## src/rtl/rv32_m_pkg.sv

```systemverilog
// Shared RV32M definitions: funct3 encodings, unit state encoding and datapath width.
package rv32_m_pkg;

    localparam int XLEN  = 32;
    localparam int CNT_W = 5;

    localparam logic [2:0] F3_MUL    = 3'b000;
    localparam logic [2:0] F3_MULH   = 3'b001;
    localparam logic [2:0] F3_MULHSU = 3'b010;
    localparam logic [2:0] F3_MULHU  = 3'b011;
    localparam logic [2:0] F3_DIV    = 3'b100;
    localparam logic [2:0] F3_DIVU   = 3'b101;
    localparam logic [2:0] F3_REM    = 3'b110;
    localparam logic [2:0] F3_REMU   = 3'b111;

    typedef enum logic [1:0] {
        ST_IDLE = 2'd0,
        ST_RUN  = 2'd1,
        ST_DONE = 2'd2
    } md_state_e;

endpackage

```

## src/rtl/md_sign_fix.sv

```systemverilog
// Operand magnitude extraction and result negation shared by the multiply and divide paths.
module md_sign_fix
    import rv32_m_pkg::*;
(
    input  logic [XLEN-1:0]   op_a,
    input  logic [XLEN-1:0]   op_b,
    input  logic              a_signed,
    input  logic              b_signed,
    input  logic [2*XLEN-1:0] res_raw,
    input  logic              res_neg,
    output logic [XLEN-1:0]   a_mag,
    output logic [XLEN-1:0]   b_mag,
    output logic              a_neg,
    output logic              b_neg,
    output logic [2*XLEN-1:0] res_fixed
);

    assign a_neg = a_signed & op_a[XLEN-1];
    assign b_neg = b_signed & op_b[XLEN-1];

    // 0x80000000 negates to itself, which is the correct unsigned magnitude 2^31
    assign a_mag = a_neg ? -op_a : op_a;
    assign b_mag = b_neg ? -op_b : op_b;

    assign res_fixed = res_neg ? -res_raw : res_raw;

endmodule

```

## src/rtl/ex_muldiv_unit.sv

```systemverilog
// Iterative RV32M multiply/divide unit: radix-2 shift-add multiply, restoring divide.
//
// state   | meaning
// --------+-------------------------------------------------------------
// IDLE    | waiting for an M-op; stalls the front end in the accept cycle
// RUN     | one multiply/divide iteration per edge, counter 0..31
// DONE    | one-cycle result beat to EX/MEM, pipeline released
module ex_muldiv_unit
    import rv32_m_pkg::*;
(
    input  logic            clk,
    input  logic            rst_n,
    input  logic            start_i,
    input  logic [2:0]      funct3_i,
    input  logic [XLEN-1:0] op_a_i,
    input  logic [XLEN-1:0] op_b_i,
    input  logic [4:0]      rd_i,
    input  logic            flush_i,
    output logic            stall_o,
    output logic            done_o,
    output logic [XLEN-1:0] result_o,
    output logic [4:0]      rd_o
);

    md_state_e         state_q, state_nxt;
    logic [CNT_W-1:0]  cnt_q;
    logic [2:0]        f3_q;
    logic [4:0]        rd_q, rd_out_q;
    logic              neg_q;
    logic [XLEN-1:0]   a_mag_q, b_mag_q, quo_q, rem_q, result_q;
    logic [2*XLEN-1:0] acc_q;

    logic              accept, last_iter;
    logic              a_signed, b_signed, a_neg, b_neg, neg_d;
    logic              div_zero, sgn_ovf, special;
    logic [XLEN-1:0]   a_mag, b_mag, special_res;
    logic [XLEN:0]     mul_sum, rem_sh, rem_diff;
    logic [2*XLEN-1:0] acc_nxt, fix_in, res_fixed;
    logic [XLEN-1:0]   rem_nxt, quo_nxt, res_nxt;

    assign a_signed = (funct3_i == F3_MULH) || (funct3_i == F3_MULHSU) ||
                      (funct3_i == F3_DIV)  || (funct3_i == F3_REM);
    assign b_signed = (funct3_i == F3_MULH) || (funct3_i == F3_DIV) || (funct3_i == F3_REM);
    // Remainder takes the dividend's sign; products and quotients the xor of both
    assign neg_d    = (funct3_i == F3_REM) ? a_neg : (a_neg ^ b_neg);

    assign div_zero = funct3_i[2] && (op_b_i == '0);
    assign sgn_ovf  = ((funct3_i == F3_DIV) || (funct3_i == F3_REM)) &&
                      (op_a_i == {1'b1, {(XLEN-1){1'b0}}}) && (op_b_i == {XLEN{1'b1}});
    assign special  = div_zero || sgn_ovf;
    assign special_res = funct3_i[1] ? (div_zero ? op_a_i : '0)
                                     : (div_zero ? {XLEN{1'b1}} : {1'b1, {(XLEN-1){1'b0}}});

    md_sign_fix u_sign_fix (
        .op_a      (op_a_i),
        .op_b      (op_b_i),
        .a_signed  (a_signed),
        .b_signed  (b_signed),
        .res_raw   (fix_in),
        .res_neg   (neg_q),
        .a_mag     (a_mag),
        .b_mag     (b_mag),
        .a_neg     (a_neg),
        .b_neg     (b_neg),
        .res_fixed (res_fixed)
    );

    // Multiplier sits in the low half of acc and shifts out as the product shifts in
    assign mul_sum  = {1'b0, acc_q[2*XLEN-1:XLEN]} + {1'b0, a_mag_q};
    assign acc_nxt  = acc_q[0] ? {mul_sum, acc_q[XLEN-1:1]} : {1'b0, acc_q[2*XLEN-1:1]};

    // Partial remainder widens to 33 bits for the trial subtract; borrow selects restore
    assign rem_sh   = {rem_q, quo_q[XLEN-1]};
    assign rem_diff = rem_sh - {1'b0, b_mag_q};
    assign rem_nxt  = rem_diff[XLEN] ? rem_sh[XLEN-1:0] : rem_diff[XLEN-1:0];
    assign quo_nxt  = {quo_q[XLEN-2:0], ~rem_diff[XLEN]};

    assign fix_in   = !f3_q[2] ? acc_nxt
                    : (f3_q[1] ? {{XLEN{1'b0}}, rem_nxt} : {{XLEN{1'b0}}, quo_nxt});
    assign res_nxt  = (f3_q[2] || (f3_q == F3_MUL)) ? res_fixed[XLEN-1:0]
                                                     : res_fixed[2*XLEN-1:XLEN];

    always_comb begin
        state_nxt = state_q;
        stall_o   = 1'b0;
        done_o    = 1'b0;
        accept    = 1'b0;
        last_iter = 1'b0;
        case (state_q)
            ST_IDLE: begin
                if (start_i && !flush_i) begin
                    stall_o   = 1'b1;
                    accept    = 1'b1;
                    state_nxt = special ? ST_DONE : ST_RUN;
                end
            end
            ST_RUN: begin
                stall_o = 1'b1;
                if (flush_i) begin
                    state_nxt = ST_IDLE;
                end else if (cnt_q == '1) begin
                    last_iter = 1'b1;
                    state_nxt = ST_DONE;
                end
            end
            ST_DONE: begin
                done_o    = 1'b1;
                state_nxt = ST_IDLE;
            end
            default: state_nxt = ST_IDLE;
        endcase
    end

    always_ff @(posedge clk or negedge rst_n) begin
        if (!rst_n) state_q <= ST_IDLE;
        else        state_q <= state_nxt;
    end

    always_ff @(posedge clk or negedge rst_n) begin
        if (!rst_n) begin
            cnt_q    <= '0;
            f3_q     <= '0;
            rd_q     <= '0;
            rd_out_q <= '0;
            neg_q    <= 1'b0;
            a_mag_q  <= '0;
            b_mag_q  <= '0;
            quo_q    <= '0;
            rem_q    <= '0;
            result_q <= '0;
            acc_q    <= '0;
        end else if (accept) begin
            cnt_q   <= '0;
            f3_q    <= funct3_i;
            rd_q    <= rd_i;
            neg_q   <= neg_d;
            a_mag_q <= a_mag;
            b_mag_q <= b_mag;
            acc_q   <= {{XLEN{1'b0}}, b_mag};
            rem_q   <= '0;
            quo_q   <= a_mag;
            if (special) begin
                result_q <= special_res;
                rd_out_q <= rd_i;
            end
        end else if (state_q == ST_RUN && !flush_i) begin
            cnt_q <= cnt_q + 1'b1;
            acc_q <= acc_nxt;
            rem_q <= rem_nxt;
            quo_q <= quo_nxt;
            if (last_iter) begin
                result_q <= res_nxt;
                rd_out_q <= rd_q;
            end
        end
    end

    assign result_o = result_q;
    assign rd_o     = rd_out_q;

endmodule

```

## config.mk

```make
export PLATFORM = sky130hd
export DESIGN_NAME = ex_muldiv_unit
export DESIGN_NICKNAME = d
export VERILOG_FILES = /design/src/rtl/rv32_m_pkg.sv /design/src/rtl/md_sign_fix.sv /design/src/rtl/ex_muldiv_unit.sv
export SDC_FILE = /design/constraint.sdc
export NUM_CORES = 1
export LEC_CHECK = 0
export CAP_MARGIN = 5
export CORE_MARGIN = 2
export CORE_UTILIZATION = 40
export DETAILED_ROUTE_END_ITERATION = 16
export PLACE_DENSITY = 0.57
export SYNTH_ARGS = -nofsm -noshare
export SYNTH_HDL_FRONTEND = slang
export SYNTH_HIERARCHICAL = 1
export SYNTH_SLANG_ARGS = --single-unit
```

## constraint.sdc

```tcl
create_clock -name clk -period 6.22 [get_ports clk]
set_clock_uncertainty 0.05 [all_clocks]
set_input_delay 0.933 -clock clk [delete_from_list [all_inputs] [get_ports clk]]
set_output_delay 0.933 -clock clk [all_outputs]
set_load 0.05 [all_outputs]
```

==> metrics.txt <==
slew margin rel. between 10 and 15%; crit start category flop; via count roughly 18000; CP max-delay cell or4_4; buffers and inverters on the worst path 1; dominant synthesized flop cell dfrtp_1; first drt pass iteration count 7; FF-to-FF path depth 21; DR WL/cell 22.8 um; Ys Warns 6; highest fanout seen on the critical path 7; average cell area after synthesis 7.71 um^2; Num Clock Sinks approximately 250; first-pass GRT wire length 105000 um; FF-to-FF Start quo_q[31]; FMAX around 170 MHz; Finish-stage setup viols 0; final setup TNS 0 ps; number of core rows ~80; HPWL Detailed approximately 53000 um; post-synthesis adder-cell area fraction 4.96%; clk slew on worst S/H paths approximately 60 ps; Post-Synth XOR/XNOR Area 8.50%; die height 217 um; Ports approximately 120; clock buffer depth 3; Pwr Total 11.3 mW; final core area utilization a little under half; port bufs 114; number of flops mapped to enable cells by yosys 0; leak pwr 9.26 nW; Final period util a little over nine tenths; CTS tree built; hold buffer count at CTS 0; initial antenna violation count 3; Vias/cell roughly 5.9; CP startpoint quo_q[31]; cell mode on critical path nand2_1; Ant. Diodes 0; GP Congestion about 0.97; Setup CP Type reg -> reg; cts bufs inserted 31; full die area between 40000 and 50000 um^2; Skew-Pair Late Insertion Delay between 500 and 600 ps; Routed WL approximately 70000 um; sequential share of the synthesized area between 30% and 40%; Worst R2R Setup Slack 310 ps; Post-synth ARST share 100%; Post-Layout Cell Count a little over 3000; Root Buffer clkbuf_16; Worst Path Required about 6600 ps; power per cell area 532 nW/um^2; Max H-tree Level 1; commonest non-fill, non-tap cell in the layout nand2_1; compound-cell area share of the yosys netlist 20.7%; DRC viols 0; final hold violations 0; Starting Density roughly two fifths; layout cell share with drive strength beyond 1 roughly 7.3%; pin count of the biggest net entering global routing 131; synthesized instance count approximately 2400; # nets final 2571; Core Region 45200 um^2; placed instance count about 3000; Final Critical Period around 6000 ps; Worst Path Arrival 6260 ps; worst-margin pin slew ~1300 ps; GRT Util Overall 28.9%; Yosys reg bits between 200 and 250; MaxCap Viol Count 0; Initial DRC Count approximately 1500; Netlist cell types 88; critical path's top delay family simple AND/OR/NAND/NOR gates; mux contribution to synthesized area 2.94%; maximum vdd ir drop about 0.33 mV; CP Cell Sequence inv_1 -> ha_1 -> fa_1 -> nand2b_1 -> a21oi_2 -> o2111ai_2 -> a311oi_4 -> nor3_2 -> mux2_4 -> a221oi_4 -> a21oi_1 -> mux2_2 -> or4_1 -> or4_4 -> or3_1 -> o21ba_1 -> a311o_1 -> nand2_1 -> nand2_1 -> nand2_1 -> a31oi_1; worst min path class in -> async; P&R area growth vs syn 16.4%; most frequent cells in the layout nand2_1, dfrtp_1, o21ai_0; slowest stage delay, CP roughly 570 ps; Synth Net Count 2512; number of global-route vias before repair 17200; largest family of logic cells by synthesized area simple AND/OR/NAND/NOR gates; Cell Area, Synth between 15000 and 20000 um^2; Simple-Gate Fraction of Synth Area around 25%; DRT antenna net count 0; Pins Over Slew Limit 0; Reg2Reg Capture Point result_o[30]; Worst setup EP type flop; width of the die between 200 and 250 um; status complete, no violations; total grt overflow 0
## cells in the mapped netlist (12+ instances only)
cell type | number | area (um^2)
dfrtp_1 | 245 | 6130
o21a_1 | 12 | 90.1
nand4_1 | 23 | 144
a21o_1 | 25 | 188
nand2_1 | 524 | 1970
clkbuf_1 | 104 | 390
o41ai_1 | 19 | 166
buf_2 | 17 | 85.1
ha_1 | 69 | 863
inv_1 | 69 | 259
nor2b_1 | 22 | 138
o211ai_1 | 12 | 90.1
or4_1 | 15 | 113
o21ai_1 | 15 | 75.1
or3_1 | 17 | 106
a31oi_1 | 64 | 400
xor2_1 | 54 | 473
nor2_1 | 168 | 631
nand3_1 | 81 | 405
nor3_1 | 44 | 220
a221oi_1 | 20 | 175
nand2b_1 | 17 | 106
nor4_1 | 27 | 169
o31ai_1 | 35 | 263
a21oi_1 | 115 | 576
and2_1 | 15 | 93.8
xnor2_1 | 121 | 1060
mux2i_1 | 42 | 420
buf_1 | 12 | 45.0
o21ai_0 | 218 | 1090
## per-stage QoR
step	setup WS [ps]	area, um^2	hold slack (ps)
finish	311	21200	337
floorplan	866	18200	386
global placement	408	20000	401
CTS	258	21000	410
global route	-18.7	21200	427
detailed placement	332	20000	406
## metal layers
layer  GRT usage, %  share of wire, %
met4           15.6               5.9
met2           45.8                46
met3           3.14               5.0
met5              0             0.014
met1           38.9                43
## power by group
group          switching (mW)  total, mW  internal, mW
combinational            4.34       6.77          2.43
clock                   0.734       1.82          1.09
sequential              0.555       2.69          2.14
total                    5.63       11.3          5.65
## cell type report
cell class,count,area [um^2]
multi-input cells,1914,11500
flip-flops and latches,245,6130
well taps,600,751
repair buffers,163,1530
fillers,4540,24000
clock inverters,12,123
clock buffers,44,905
inverters,69,259
## what timing repair did
item | in CTS | in global routing
buffers inserted | 0 | 3
endpoints found under the setup margin | 0 | 23
gates resized for setup | 0 | 25
## sequential cells by signal (all words and copies together), names as in the netlist, 3 cells and up
signal,flops
a_mag_q,32
acc_q,64
b_mag_q,32
cnt_q,5
f3_q,3
quo_q,32
rd_o,5
rd_q,5
rem_q,32
result_o,32
## kinds of logic (layout without fill, tap and decap cells)
group           count (synthesis)  in the layout
xor+xnor                      176            177
flops                         245            245
fa+ha+maj                      71             71
simple gates                 1004           1004
buf+inv                       207            288
mux                            52             52
compound gates                610            610
## worst max path at each step
stage              endpoint  slack (ps)  cells after the start
4_1_cts        result_o[19]         260                     24
6_report       result_o[30]         310                     21
3_3_place_gp   result_o[28]         410                     24
3_5_place_dp   result_o[19]         330                     24
2_1_floorplan  result_o[30]         870                     22
5_1_grt        result_o[12]         -20                     24
(Power assumes the default switching activity.)
==> RTL change 1: new RTL, config.mk and constraints unchanged <==
Set the package constant `XLEN` to 40 (it was 32).
--- a/src/rtl/rv32_m_pkg.sv
+++ b/src/rtl/rv32_m_pkg.sv
@@ -2,5 +2,5 @@
 package rv32_m_pkg;
 
-    localparam int XLEN  = 32;
+    localparam int XLEN  = 40;
     localparam int CNT_W = 5;
 
Ports: changed (resized op_a_i, op_b_i and result_o); port bits go from 115 to 139. No check against the original RTL was run, so the function may have changed too.
==> RTL change 1 against the original RTL <==
Sequential cell count grew 56; critical path depth grew 2; fmax grew 0.32%; total power grew 23%; design area grew 26%; utilization grew 0.49 points; wire length grew 31%; setup slack gained 0.019 ns; area after synthesis grew 26%; cell count grew 25%.
==> RTL change 1: results (changes against the original RTL) <==
| Metric | Value |
|---|---|
| Met3 Use GR | 0.03889 (+0.007504) |
| Worst ir drop on vdd | 0.0002278 V (-30%) |
| Worst slew margin | 0.3108 (+0.1640) |
| Sequential share of the synthesized area | 0.3287 (-0.007679) |
| DRT met1 WL | 40.69 mm (+35%) |
| Syn_area_per_cell | 7.808 um2 (+1.3%) |
| Mux contribution to synthesized area | 0.03554 (+0.006095) |
| PortBufs | 138 (+21%) |
| Synth top area cells | dfrtp_1 (33%), nand2_1 (8.9%), xnor2_1 (5.7%) |
| CTS Buf Count | 39 (+26%) |
| Post-Layout Cell Count | 3807 (+25%) |
| Status | finished, final reports clean |
| Synth cell count leaders | nand2_1 (543), dfrtp_1 (301), o21ai_0 (229), a21oi_1 (227), nor2_1 (190) |
| Syn_nets | 3114 (+24%) |
| Critical Path Start | a_mag_q[0] |
| Global placer's final weighted congestion | 0.9273 (-4.2%) |
| Vias in the first global route | 21570 (+25%) |
| Fraction of met1 tracks used by global routing | 0.4232 (+0.03441) |
| Metal2 WL | 40.74 mm (+28%) |
| Average wire per standard cell | 23.97 um (+5.0%) |
| FF-to-FF path depth | 23 (+9.5%) |
| Hold Path Class | input pin to asynchronous set/reset pin |
| DP HPWL | 67.60 mm (+27%) |
| GRT Util Overall | 0.3008 (+0.01150) |
| # fillers | 5612 (+24%) |
| Dpl ws | -0.08811 ns (-0.4199 ns) |
| Post-synthesis compound-gate area fraction | 0.2106 (+0.003209) |
| DR vias/cell | 5.987 (+1.9%) |
| XOR/XNOR Fraction of Synth Area | 0.08255 (-0.002430) |
| Critical Path AT | 6.35 ns (+0.09 ns) |
| Pre-Repair DR Iteration Count | 8 (+1) |
| Antenna violations before repair | 1 (-2) |
| DR WL met3 | 6.243 mm (+80%) |
| Post-Synth Adder-Cell Area | 0.04815 (-0.001406) |
| Reg2reg start | a_mag_q[0] |
| Placed cells | 3729 (+25%) |
| Largest net degree at the start of global routing | 135 (+3.1%) |
| Max reg flops | 80 (+25%) |
| H-tree depth | 2 (+1) |
| Top Layer Used | met4 |
| Final nets | 3200 (+24%) |
| Leakage power | 11.68 nW (+26%) |
| First-pass GRT wire length | 136.5 mm (+30%) |
| Most flops, register | acc_q |
| M2 GR Usage | 0.4718 (+0.01410) |
| Initial DRC Count | 2322 (+50%) |
| Worst Path Max Fanout | 3 (-4) |
==> RTL change 1: changes by cell type after synthesis, moves of 19 or more <==
cell | before | now
xnor2_1 | 121 | 150
clkbuf_1 | 104 | 151
a21oi_1 | 115 | 227
nor2_1 | 168 | 190
mux2i_1 | 42 | 78
nand2b_1 | 17 | 64
dfrtp_1 | 245 | 301
nand3_1 | 81 | 111
nand2_1 | 524 | 543
==> RTL change 1: area by class of cell <==
| class | instances | area share |
|---|---|---|
| Tap cell | 756 | 0.03529 |
| Sequential cell | 301 | 0.2813 |
| Multi-Input combinational cell | 2373 | 0.5393 |
| Clock buffer | 57 | 0.04271 |
| Antenna cell | 1 | 0.00009336 |
| Timing Repair Buffer | 221 | 0.07992 |
| Clock inverter | 13 | 0.009523 |
| Inverter | 85 | 0.01190 |
==> RTL change 1: power by group through the flow <==
stage	registers (W)	clock network, W	logic [W]
2_1_floorplan	0.00348	0	0.00498
3_3_place_gp	0.00327	0	0.00777
3_5_place_dp	0.00327	0	0.00777
4_1_cts	0.00325	0.00256	0.00782
5_1_grt	0.00331	0.00263	0.00873
6_report	0.00325	0.00252	0.00806
==> RTL change 1: cell families (layout without fill, tap and decap cells) <==
group | after synthesis | count (layout)
buffers and inverters | 261 | 376
DFF | 301 | 301
AOI/OAI and AO/OA | 781 | 781
adders and majority gates | 87 | 87
xor gates and xnor gates | 216 | 216
muxes | 81 | 81
and+or+nand+nor | 1208 | 1208
other | 0 | 1
==> RTL change 1: critical path, cell delays in order (launching register included) <==
cell and delay, ns:
dfrtp_1 0.38, ha_1 0.25, inv_1 0.08, fa_1 0.19, nor2b_1 0.07, o31a_1 0.32, o31ai_1 0.38, buf_4 0.20
a211oi_1 0.06, buf_4 0.17, o21ai_0 0.25, a41oi_1 0.15, buf_4 0.18, a31o_2 0.27, a221o_1 0.40, or4_1 0.52
or4_1 0.50, or3_4 0.42, o41ai_2 0.37, xnor2_1 0.16, nand2_1 0.07, a21oi_1 0.15, a21oi_1 0.06, a21oi_1 0.16
==> RTL change 1: per-stage QoR <==
stage | cell area, um2 | util
final | 26800 | 0.4744
after global routing | 26800 | 0.4744
after CTS | 26670 | 0.4721
after detailed placement | 25270 | 0.4473
after global placement | 25270 | 0.4473
after floorplan | 22920 | -
==> RTL change 1: repair_timing <==
action / in CTS / in global routing
pin swaps: 0 / 3
buffers inserted: 0 / 7
setup endpoints to repair: 8 / 37
gates resized for setup: 1 / 11
gates cloned: 0 / 0
==> RTL change 1: final timing paths <==
kind                                end  slack, ns
min                            cnt_q[0]       0.26
min in group clk                rd_q[3]       0.42
max in group asynchronous      acc_q[0]       4.63
min reg2reg                     rd_q[3]       0.42
max reg2reg                result_o[38]       0.33
max                        result_o[38]       0.33
==> RTL change 2: new RTL, same flow settings <==
Without the edit above. Encoding of `md_state_e`: now one-hot (3 bits for 3 states).
--- a/src/rtl/rv32_m_pkg.sv
+++ b/src/rtl/rv32_m_pkg.sv
@@ -14,8 +14,8 @@
     localparam logic [2:0] F3_REMU   = 3'b111;
 
-    typedef enum logic [1:0] {
-        ST_IDLE = 2'd0,
-        ST_RUN  = 2'd1,
-        ST_DONE = 2'd2
+    typedef enum logic [2:0] {
+        ST_IDLE = 3'b001,
+        ST_RUN  = 3'b010,
+        ST_DONE = 3'b100
     } md_state_e;
 
Check against the original RTL: no difference found for any inputs over 4 cycles, from zero or initial values and one cycle with rst_n low; so few cycles prove little.
==> RTL change 2 against the original RTL <==
Non-clock buffer count down 4; wire length down 7.1%; first-iteration DRC count up 13%; design area down 2.7%; cell count down 3.4%; sequential cell count up 1; sequential share of layout area up 0.95 points; setup slack better by 0.044 ns; total power down 30%; area after synthesis down 2.4%; combinational power down 45%; critical path type unchanged; critical endpoint is now result_o[0]; largest power group unchanged; highest routed layer is now met4.
==> RTL change 2: results (changes against the original RTL) <==
| Metric | Value |
|---|---|
| Status | finished, final reports clean |
| DRT met1 WL | 29.00 mm (-3.8%) |
| Slowest stage delay, CP | 0.54 ns (-0.03 ns) |
| Synth top area cells | dfrtp_1 (34%), nand2_1 (10%), xnor2_1 (6.1%) |
| CTS Buf Count | 29 (-6.5%) |
| Final nets | 2474 (-3.8%) |
| Syn_nets | 2412 (-4.0%) |
| Vias in the first global route | 16290 (-5.3%) |
| Met3 Use GR | 0.03185 (+0.0004664) |
| Final period util | 0.9428 (-0.007153) |
| FF-to-FF path depth | 26 (+24%) |
| Antenna violations before repair | 2 (-1) |
| Synth cell count leaders | nand2_1 (496), dfrtp_1 (245), o21ai_0 (203), a21oi_1 (152), xnor2_1 (124) |
| Fraction of met1 tracks used by global routing | 0.3870 (-0.001817) |
| GRT Util Overall | 0.2746 (-0.01469) |
| Global placer's final weighted congestion | 0.9575 (-1.1%) |
| Critical Path AT | 6.27 ns (about the same) |
| Top Layer Used | met4 |
| Sequential share of the synthesized area | 0.3459 (+0.009587) |
| Dpl ws | 0.1536 ns (-0.1782 ns) |
| Largest net degree at the start of global routing | 100 (-24%) |
| M2 GR Usage | 0.4318 (-0.02593) |
| Worst ir drop on vdd | 0.0002464 V (-24%) |
| Initial DRC Count | 1756 (+13%) |
| Mux contribution to synthesized area | 0.03641 (+0.006967) |
| First-pass GRT wire length | 98.95 mm (-5.8%) |
| Slowest CP cell | or3b_2 |
| DR vias/cell | 5.791 (-1.4%) |
| Unique masters post-synth | 77 (-13%) |
| Internal Power | 0.004427 W (-22%) |
| Post-Synth Adder-Cell Area | 0.05076 (+0.001195) |
| DR WL met3 | 4.040 mm (+17%) |
| PortBufs | 114 (unchanged) |
| Metal2 WL | 29.03 mm (-8.6%) |
| Average wire per standard cell | 21.96 um (-3.7%) |
| Setup violations, final | 0 (unchanged) |
| Fin Hold WS | 0.3029 ns (-0.03388 ns) |
| Max reg flops | 64 (unchanged) |
| Pre-Repair DR Iteration Count | 6 (-1) |
| Leakage power | 9.081 nW (-2.0%) |
| Crit-path leading delay family | compound AO/OA/AOI/OAI gates |
| Vias | 17040 (-4.8%) |
| FF-to-FF setup slack | 0.36 ns (+0.04 ns) |
| Crit path to | result_o[0] |
| Layout cell share with drive strength beyond 1 | 0.06596 (-0.006785) |
| Placed Area | 19550 um2 (-2.1%) |
| Post-synthesis compound-gate area fraction | 0.1854 (-0.02192) |
| Worst Path Max Fanout | 15 (+8) |
| XOR/XNOR Fraction of Synth Area | 0.08808 (+0.003104) |
| Mapped Cells | 2265 (-4.2%) |
| Placed cells | 2886 (-3.4%) |
| Async S/R FF share, synth | 1.000 (unchanged) |
| DP HPWL | 47.59 mm (-10%) |
| Most flops, register | acc_q |
| Worst slew margin | 0.2008 (+0.05393) |
RTL change 2: changes by cell type after synthesis, sizes merged, moves of 13 or more:
cell    before  now
mux2i       42   55
a31oi       64   44
nand3       81   99
buf         34   19
a221oi      22    2
nand2      525  496
a21oi      118  152
nor2b       22   36
nand2b      17   50
nor2       168  106
o21ai      234  203
nor3        44   24
RTL change 2: power by group through the flow:
stage          registers, W  clock network [W]  logic (W)
6_report            0.00238            0.00181    0.00371
5_1_grt             0.00242            0.00190    0.00403
4_1_cts             0.00238            0.00184    0.00364
3_5_place_dp        0.00240                  0    0.00362
2_1_floorplan       0.00258                  0    0.00221
3_3_place_gp        0.00239                  0    0.00360
RTL change 2: area by class of cell:
| class | count | area [um2] |
|---|---|---|
| Tap cell | 592 | 740.7 |
| Fill cell | 4420 | 23390 |
| Clock inverter | 20 | 217.7 |
| Sequential cell | 246 | 6163 |
| Inverter | 66 | 247.7 |
| Timing Repair Buffer | 159 | 1514 |
| Multi-Input combinational cell | 1825 | 10980 |
| Clock buffer | 34 | 774.5 |
